--- src/rtl/if_fetch_unit_if.sv ---
// rtl/if_fetch_unit_if.sv - instruction-memory request/ready port between fetch unit and memory
interface if_fetch_unit_if;
    logic        imem_req;
    logic [31:0] imem_addr;
    logic        imem_ready;
    logic [31:0] imem_rdata;

    modport master (
        output imem_req,
        output imem_addr,
        input  imem_ready,
        input  imem_rdata
    );

    modport slave (
        input  imem_req,
        input  imem_addr,
        output imem_ready,
        output imem_rdata
    );
endinterface

--- src/rtl/if_fetch_unit.sv ---
// rtl/if_fetch_unit.sv - instruction fetch stage: PC, imem request, IF/ID register with one-entry skid
module if_fetch_unit (
    input  logic                   i_clk,
    input  logic                   i_rst,
    input  logic                   i_freeze,
    input  logic                   i_branch_taken,
    input  logic [31:0]            i_branch_addr,
    if_fetch_unit_if.master        imem,
    output logic [31:0]            o_instruction,
    output logic [31:0]            o_pc,
    output logic                   o_valid
);
    localparam logic [31:0] BUBBLE = 32'hF000_0000;

    typedef enum logic {S_RUN, S_DRAIN} state_t;

    state_t      r_state;
    state_t      w_state_next;
    logic [31:0] r_pc;
    logic [31:0] r_out_instr;
    logic [31:0] r_out_pc;
    logic        r_out_valid;
    logic [31:0] r_skid_instr;
    logic [31:0] r_skid_pc;
    logic        r_skid_valid;
    logic [31:0] r_pend_target;

    logic        w_req;
    logic        w_arrive;
    logic        w_wait;
    logic [31:0] w_target;
    logic [31:0] w_pc_plus4;

    assign w_arrive   = w_req & imem.imem_ready;
    assign w_wait     = w_req & ~imem.imem_ready;
    assign w_target   = i_branch_addr & ~32'h3;
    assign w_pc_plus4 = r_pc + 32'd4;

    always_ff @(posedge i_clk) begin
        if (i_rst) begin
            r_state <= S_RUN;
        end else begin
            r_state <= w_state_next;
        end
    end

    // A redirect that lands on an outstanding request must let that request finish first.
    always_comb begin
        w_state_next = r_state;
        case (r_state)
            S_RUN:   if (i_branch_taken && w_wait) w_state_next = S_DRAIN;
            S_DRAIN: if (imem.imem_ready)          w_state_next = S_RUN;
            default: w_state_next = S_RUN;
        endcase
    end

    always_comb begin
        w_req = 1'b1;
        case (r_state)
            S_RUN:   w_req = ~r_skid_valid;
            S_DRAIN: w_req = 1'b1;
            default: w_req = 1'b1;
        endcase
    end

    assign imem.imem_req  = w_req;
    assign imem.imem_addr = r_pc;

    always_ff @(posedge i_clk) begin
        if (i_rst) begin
            r_pc          <= 32'd0;
            r_out_instr   <= BUBBLE;
            r_out_pc      <= 32'd0;
            r_out_valid   <= 1'b0;
            r_skid_instr  <= BUBBLE;
            r_skid_pc     <= 32'd0;
            r_skid_valid  <= 1'b0;
            r_pend_target <= 32'd0;
        end else if (r_state == S_DRAIN) begin
            // The word returning here belongs to the flushed path and is dropped.
            if (i_branch_taken) begin
                r_pend_target <= w_target;
            end
            if (imem.imem_ready) begin
                r_pc <= i_branch_taken ? w_target : r_pend_target;
            end
        end else if (i_branch_taken) begin
            r_out_instr  <= BUBBLE;
            r_out_valid  <= 1'b0;
            r_skid_valid <= 1'b0;
            if (w_wait) begin
                r_pend_target <= w_target;
            end else begin
                r_pc <= w_target;
            end
        end else if (w_arrive) begin
            r_pc <= w_pc_plus4;
            if (i_freeze) begin
                r_skid_instr <= imem.imem_rdata;
                r_skid_pc    <= w_pc_plus4;
                r_skid_valid <= 1'b1;
            end else begin
                r_out_instr <= imem.imem_rdata;
                r_out_pc    <= w_pc_plus4;
                r_out_valid <= 1'b1;
            end
        end else if (!i_freeze) begin
            if (r_skid_valid) begin
                r_out_instr  <= r_skid_instr;
                r_out_pc     <= r_skid_pc;
                r_out_valid  <= 1'b1;
                r_skid_valid <= 1'b0;
            end else begin
                r_out_instr <= BUBBLE;
                r_out_valid <= 1'b0;
            end
        end
    end

    assign o_instruction = r_out_instr;
    assign o_pc          = r_out_pc;
    assign o_valid       = r_out_valid;
endmodule

--- src/flat_wrapper.sv ---
// flat-port wrapper written by rule: the top's interface ports become plain ports
module if_fetch_unit_flat 
  (i_clk, i_rst, i_freeze, i_branch_taken, i_branch_addr, o_instruction, o_pc, o_valid, imem_imem_req, imem_imem_addr, imem_imem_ready, imem_imem_rdata);
  if_fetch_unit_if imem_i ();
  input  logic i_clk;
  input  logic i_rst;
  input  logic i_freeze;
  input  logic i_branch_taken;
  input  logic [31:0] i_branch_addr;
  output logic [31:0] o_instruction;
  output logic [31:0] o_pc;
  output logic o_valid;
  output wire logic [$bits(imem_i.imem_req)-1:0] imem_imem_req;
  output wire logic [$bits(imem_i.imem_addr)-1:0] imem_imem_addr;
  input wire logic [$bits(imem_i.imem_ready)-1:0] imem_imem_ready;
  input wire logic [$bits(imem_i.imem_rdata)-1:0] imem_imem_rdata;
  assign imem_imem_req = imem_i.imem_req;
  assign imem_imem_addr = imem_i.imem_addr;
  assign imem_i.imem_ready = imem_imem_ready;
  assign imem_i.imem_rdata = imem_imem_rdata;
  if_fetch_unit u_core (.i_clk(i_clk), .i_rst(i_rst), .i_freeze(i_freeze), .i_branch_taken(i_branch_taken), .i_branch_addr(i_branch_addr), .imem(imem_i), .o_instruction(o_instruction), .o_pc(o_pc), .o_valid(o_valid));
endmodule
--- config.mk ---
export PLATFORM = sky130hd
export DESIGN_NAME = if_fetch_unit_flat
export DESIGN_NICKNAME = d
export VERILOG_FILES = /design/src/rtl/if_fetch_unit_if.sv /design/src/rtl/if_fetch_unit.sv /design/src/flat_wrapper.sv
export SDC_FILE = /design/constraint.sdc
export NUM_CORES = 1
export LEC_CHECK = 0
export BUFFER_PORTS_ARGS = -buffer_cell sky130_fd_sc_hd__buf_2
export CAP_MARGIN = 40
export CORE_MARGIN = 10
export CORE_UTILIZATION = 52
export CTS_BUF_LIST = sky130_fd_sc_hd__clkbuf_4
export CTS_CLUSTER_DIAMETER = 100
export DETAILED_ROUTE_END_ITERATION = 7
export PLACE_DENSITY = 0.79
export REMOVE_ABC_BUFFERS = 1
export SKIP_CTS_REPAIR_TIMING = 1
export SKIP_LAST_GASP = 1
export SYNTH_ARGS = -nofsm -noshare
export SYNTH_HDL_FRONTEND = slang
export SYNTH_SLANG_ARGS = --single-unit
--- constraint.sdc ---
create_clock -name i_clk -period 1.89 [get_ports i_clk]
set_input_delay 0.189 -clock i_clk [delete_from_list [all_inputs] [get_ports i_clk]]
set_output_delay 0.189 -clock i_clk [all_outputs]
set_load 0.005 [all_outputs]
==> flow_summary.json <==
{
  "status": "finished with violations",
  "failed_checks": "negative setup slack",
  "yosysWarnings": 0,
  "netlist_area_um2": 8610,
  "drv_cap": 0,
  "clk_latency_ns": 0.61,
  "initial_utilization": 0.536,
  "internal_power_mw": 6.00,
  "ctsRootBufferMaster": "clkbuf_4",
  "layout_min_cycle_time_ns": 1.93,
  "cellPowerDensity_nw_per_um2": 735,
  "seq_power_share": 0.531,
  "final_cells": 1579,
  "hp-class": "in -> reg",
  "dieArea_um2": 22100,
  "ios": 167,
  "yosysTopAreaCell": "dfxtp_1",
  "fin_util": 0.710,
  "synth_ff_type": "dfxtp_1",
  "cts_buffer_depth": 2,
  "worst_pin_slew_ns": 0.580,
  "die_w_um": 149,
  "die_y_um": 149,
  "max-vdd-ir-drop_mv": 0.417,
  "grt_max_degree": 112,
  "antenna_found_initial": 0,
  "worstPathRequired_ns": 2.43,
  "r2r_cells": 5,
  "placed_area_um2": 10200,
  "place.gp.congestion": 0.897,
  "grt-ovfl-total": 0,
  "via_count": 9234,
  "yosysSeqAreaShare": 0.453,
  "cts_tree": "built",
  "grt_usage": 0.236,
  "synth_edf_count": 0,
  "finalNetCount": 1421,
  "setup_ws_ns": -0.0366,
  "routedWlPerCell_um": 18.1,
  "comb_power_share": 0.175,
  "numCtsBuffers": 17,
  "drive_above_1_share": 0.263,
  "yosysUniqueCellTypes": 62,
  "rr_endpoint": "u_core.o_pc[17]",
  "place_hpwl_mm": 18.9,
  "crit-reg2reg-launch": "u_core.imem.imem_addr[7]",
  "synth_cells": 1098,
  "rows": 46,
  "final_antenna_net_count": 0,
  "total_power_mw": 8.38,
  "dp_slack_ns": -0.0580,
  "dr.first_iter.drc_count": 874,
  "synth_top_area_frac": 0.453,
  "slew_headroom": 0.613,
  "arrival_ns": 2.47,
  "synth-async-reset-ratio": 0,
  "drv_slew": 0,
  "switching_share": 0.284,
  "critPathKind": "reg -> reg",
  "crit_end": "u_core.o_pc[17]",
  "area_growth_pct": 32.4,
  "ys_ff_latch": 195,
  "cts.sinks": 195,
  "drc": 0,
  "avgSynthCellArea_um2": 7.84,
  "grt_pass1_vias": 8360,
  "setup_viol": 2,
  "cts_max_level": 4,
  "rrSetupSlack_ns": -0.04,
  "worstPathMaxFanout": 7,
  "p_leak_nw": 4.57,
  "hold_viol_final": 0,
  "period_share": 1.02,
  "rsz0062_at_grt": "true",
  "synthTopCellsByArea": "dfxtp_1 45%, nand2_1 9.6%, a21oi_1 6.6%",
  "wirelength_mm": 28.5,
  "portBuffers": 164,
  "core_um2": 16100,
  "startpoint_type": "flop",
  "skew_ns": 0.0236,
  "crit_path_end_kind": "flop",
  "fill_cells": 1220,
  "startpoint": "u_core.imem.imem_addr[7]",
  "max_freq_ghz": 0.519,
  "clkTransAtPathRegs_ns": 0.15,
  "grt_first_pass_wirelength_mm": 43.0,
  "dp.cells": 1482,
  "clock_power_share": 0.295,
  "via_per_inst": 5.85,
  "p_sw_mw": 2.38,
  "design_area_um2": 11400,
  "drt_first_pass_iters": 6
}
==> synthesized netlist by cell type, types with 3 or more instances <==
| cell | count |
|---|---|
| a211o_1 | 5 |
| a211oi_1 | 26 |
| a21o_1 | 5 |
| a21oi_1 | 114 |
| a221oi_1 | 32 |
| a311oi_1 | 9 |
| a31oi_1 | 14 |
| and3_1 | 22 |
| and4_1 | 5 |
| buf_1 | 6 |
| buf_2 | 11 |
| clkbuf_1 | 76 |
| dfxtp_1 | 195 |
| inv_1 | 9 |
| mux2i_1 | 3 |
| nand2_1 | 221 |
| nand3_1 | 44 |
| nand4_1 | 8 |
| nor2_1 | 90 |
| nor3_1 | 52 |
| nor4_1 | 9 |
| o211ai_1 | 9 |
| o21a_1 | 3 |
| o21ai_0 | 46 |
| o221ai_1 | 8 |
| o32ai_1 | 3 |
| o41ai_1 | 3 |
| or2_2 | 3 |
| or3_1 | 6 |
| or4_1 | 3 |
| xnor2_1 | 10 |
| xor2_1 | 10 |
==> per-stage QoR <==
step           hold slack, ns  TNS [ns]
2_1_floorplan           0.258   -219.64
3_3_place_gp            0.418   -0.0166
3_5_place_dp            0.423    -0.201
4_1_cts                -0.215    -0.896
5_1_grt                0.0794    -0.489
6_report               0.0483   -0.0485
==> cell type report <==
type                            instances  area (um^2)  area share
Antenna cell                            1         2.50    0.000220
Clock buffer                           17          128      0.0112
Clock inverter                         13          183      0.0160
Inverter                                9         33.8     0.00296
Multi-Input combinational cell        797         4460       0.391
Sequential cell                       195         3940       0.345
Tap cell                              216          270      0.0237
Timing Repair Buffer                  331         2380       0.209
==> cell usage in the layout (no fill, tap or decap), drive strengths merged, types with 3 or more instances in the layout <==
cell / synthesis / final
o221ai: 8 / 8
nor2: 91 / 91
clkbuf: 77 / 17
a21o: 5 / 5
nand3: 44 / 44
a31oi: 14 / 14
nor3: 54 / 54
or4: 5 / 5
or2: 3 / 3
o211ai: 9 / 9
o21a: 3 / 3
and4: 6 / 6
a211o: 5 / 5
o32ai: 3 / 3
mux2i: 3 / 3
a311oi: 9 / 9
o21ai: 47 / 47
a21oi: 114 / 114
bufinv: 0 / 4
or3: 8 / 8
buf: 20 / 267
xor2: 10 / 10
a211oi: 26 / 26
a221oi: 32 / 32
nand4: 10 / 10
dfxtp: 195 / 195
xnor2: 10 / 10
o41ai: 3 / 3
clkinv: 0 / 4
dlygate4sd3: 0 / 64
o31a: 4 / 4
nor4: 9 / 9
and3: 22 / 22
inv: 9 / 12
o31ai: 3 / 3
nand2: 221 / 221
==> power groups by stage <==
stage | logic (mW) | clock network (mW) | registers (mW)
6_report | 1.46 | 2.47 | 4.44
5_1_grt | 1.60 | 2.65 | 4.47
4_1_cts | 1.31 | 2.49 | 4.43
3_5_place_dp | 1.31 | 0 | 4.52
3_3_place_gp | 1.28 | 0 | 4.51
2_1_floorplan | 0.563 | 0 | 4.56
==> layer usage <==
| layer | vias to the layer above | wire [um] | track usage |
|---|---|---|---|
| met1 | 4269 | 11700 | 0.305 |
| met3 | 56 | 2910 | 0.0549 |
| met2 | 485 | 13200 | 0.379 |
| met4 | 0 | 674 | 0.0803 |
| met5 | - | 0 | 0 |
| li1 | 4424 | - | - |
==> flip-flops by register name, summed over array words and instances, names as in the netlist <==
signal / flops
u_core.o_valid: 1
u_core.o_instruction: 32
u_core.r_state: 1
u_core.r_pend_target: 32
u_core.r_skid_instr: 32
u_core.r_skid_valid: 1
u_core.o_pc: 32
u_core.r_skid_pc: 32
u_core.imem.imem_addr: 32
==> worst max-delay path, stage by stage (launching register included) <==
cell and delay [ns]:
dfxtp_4 0.40, nand4_4 0.12, or4_4 0.64, or3_4 0.36, a31o_1 0.19, o31ai_2 0.15
==> worst min path at each step <==
stage                                    from                       end  cells past startpoint
after floorplan                         i_rst  u_core.imem.imem_addr[0]                      1
after global placement    imem_imem_rdata[29]   u_core.r_skid_instr[29]                      3
after detailed placement  imem_imem_rdata[29]   u_core.r_skid_instr[29]                      3
after CTS                   i_branch_addr[11]  u_core.r_pend_target[11]                      3
after global routing                 i_freeze       u_core.r_skid_valid                      3
final                                i_freeze       u_core.r_skid_valid                      3
==> logic make-up after synthesis <==
| group | count (synthesis) | synth area share |
|---|---|---|
| adder cells (fa/ha/maj) | 1 | 0.00145 |
| flip-flops | 195 | 0.453 |
| buffers and inverters | 106 | 0.0497 |
| AO/OA/AOI/OAI | 295 | 0.220 |
| XOR/XNOR | 20 | 0.0203 |
| multiplexers | 5 | 0.00610 |
| AND/OR/NAND/NOR | 476 | 0.249 |
Note: power is estimated with default switching activity, not from simulation.
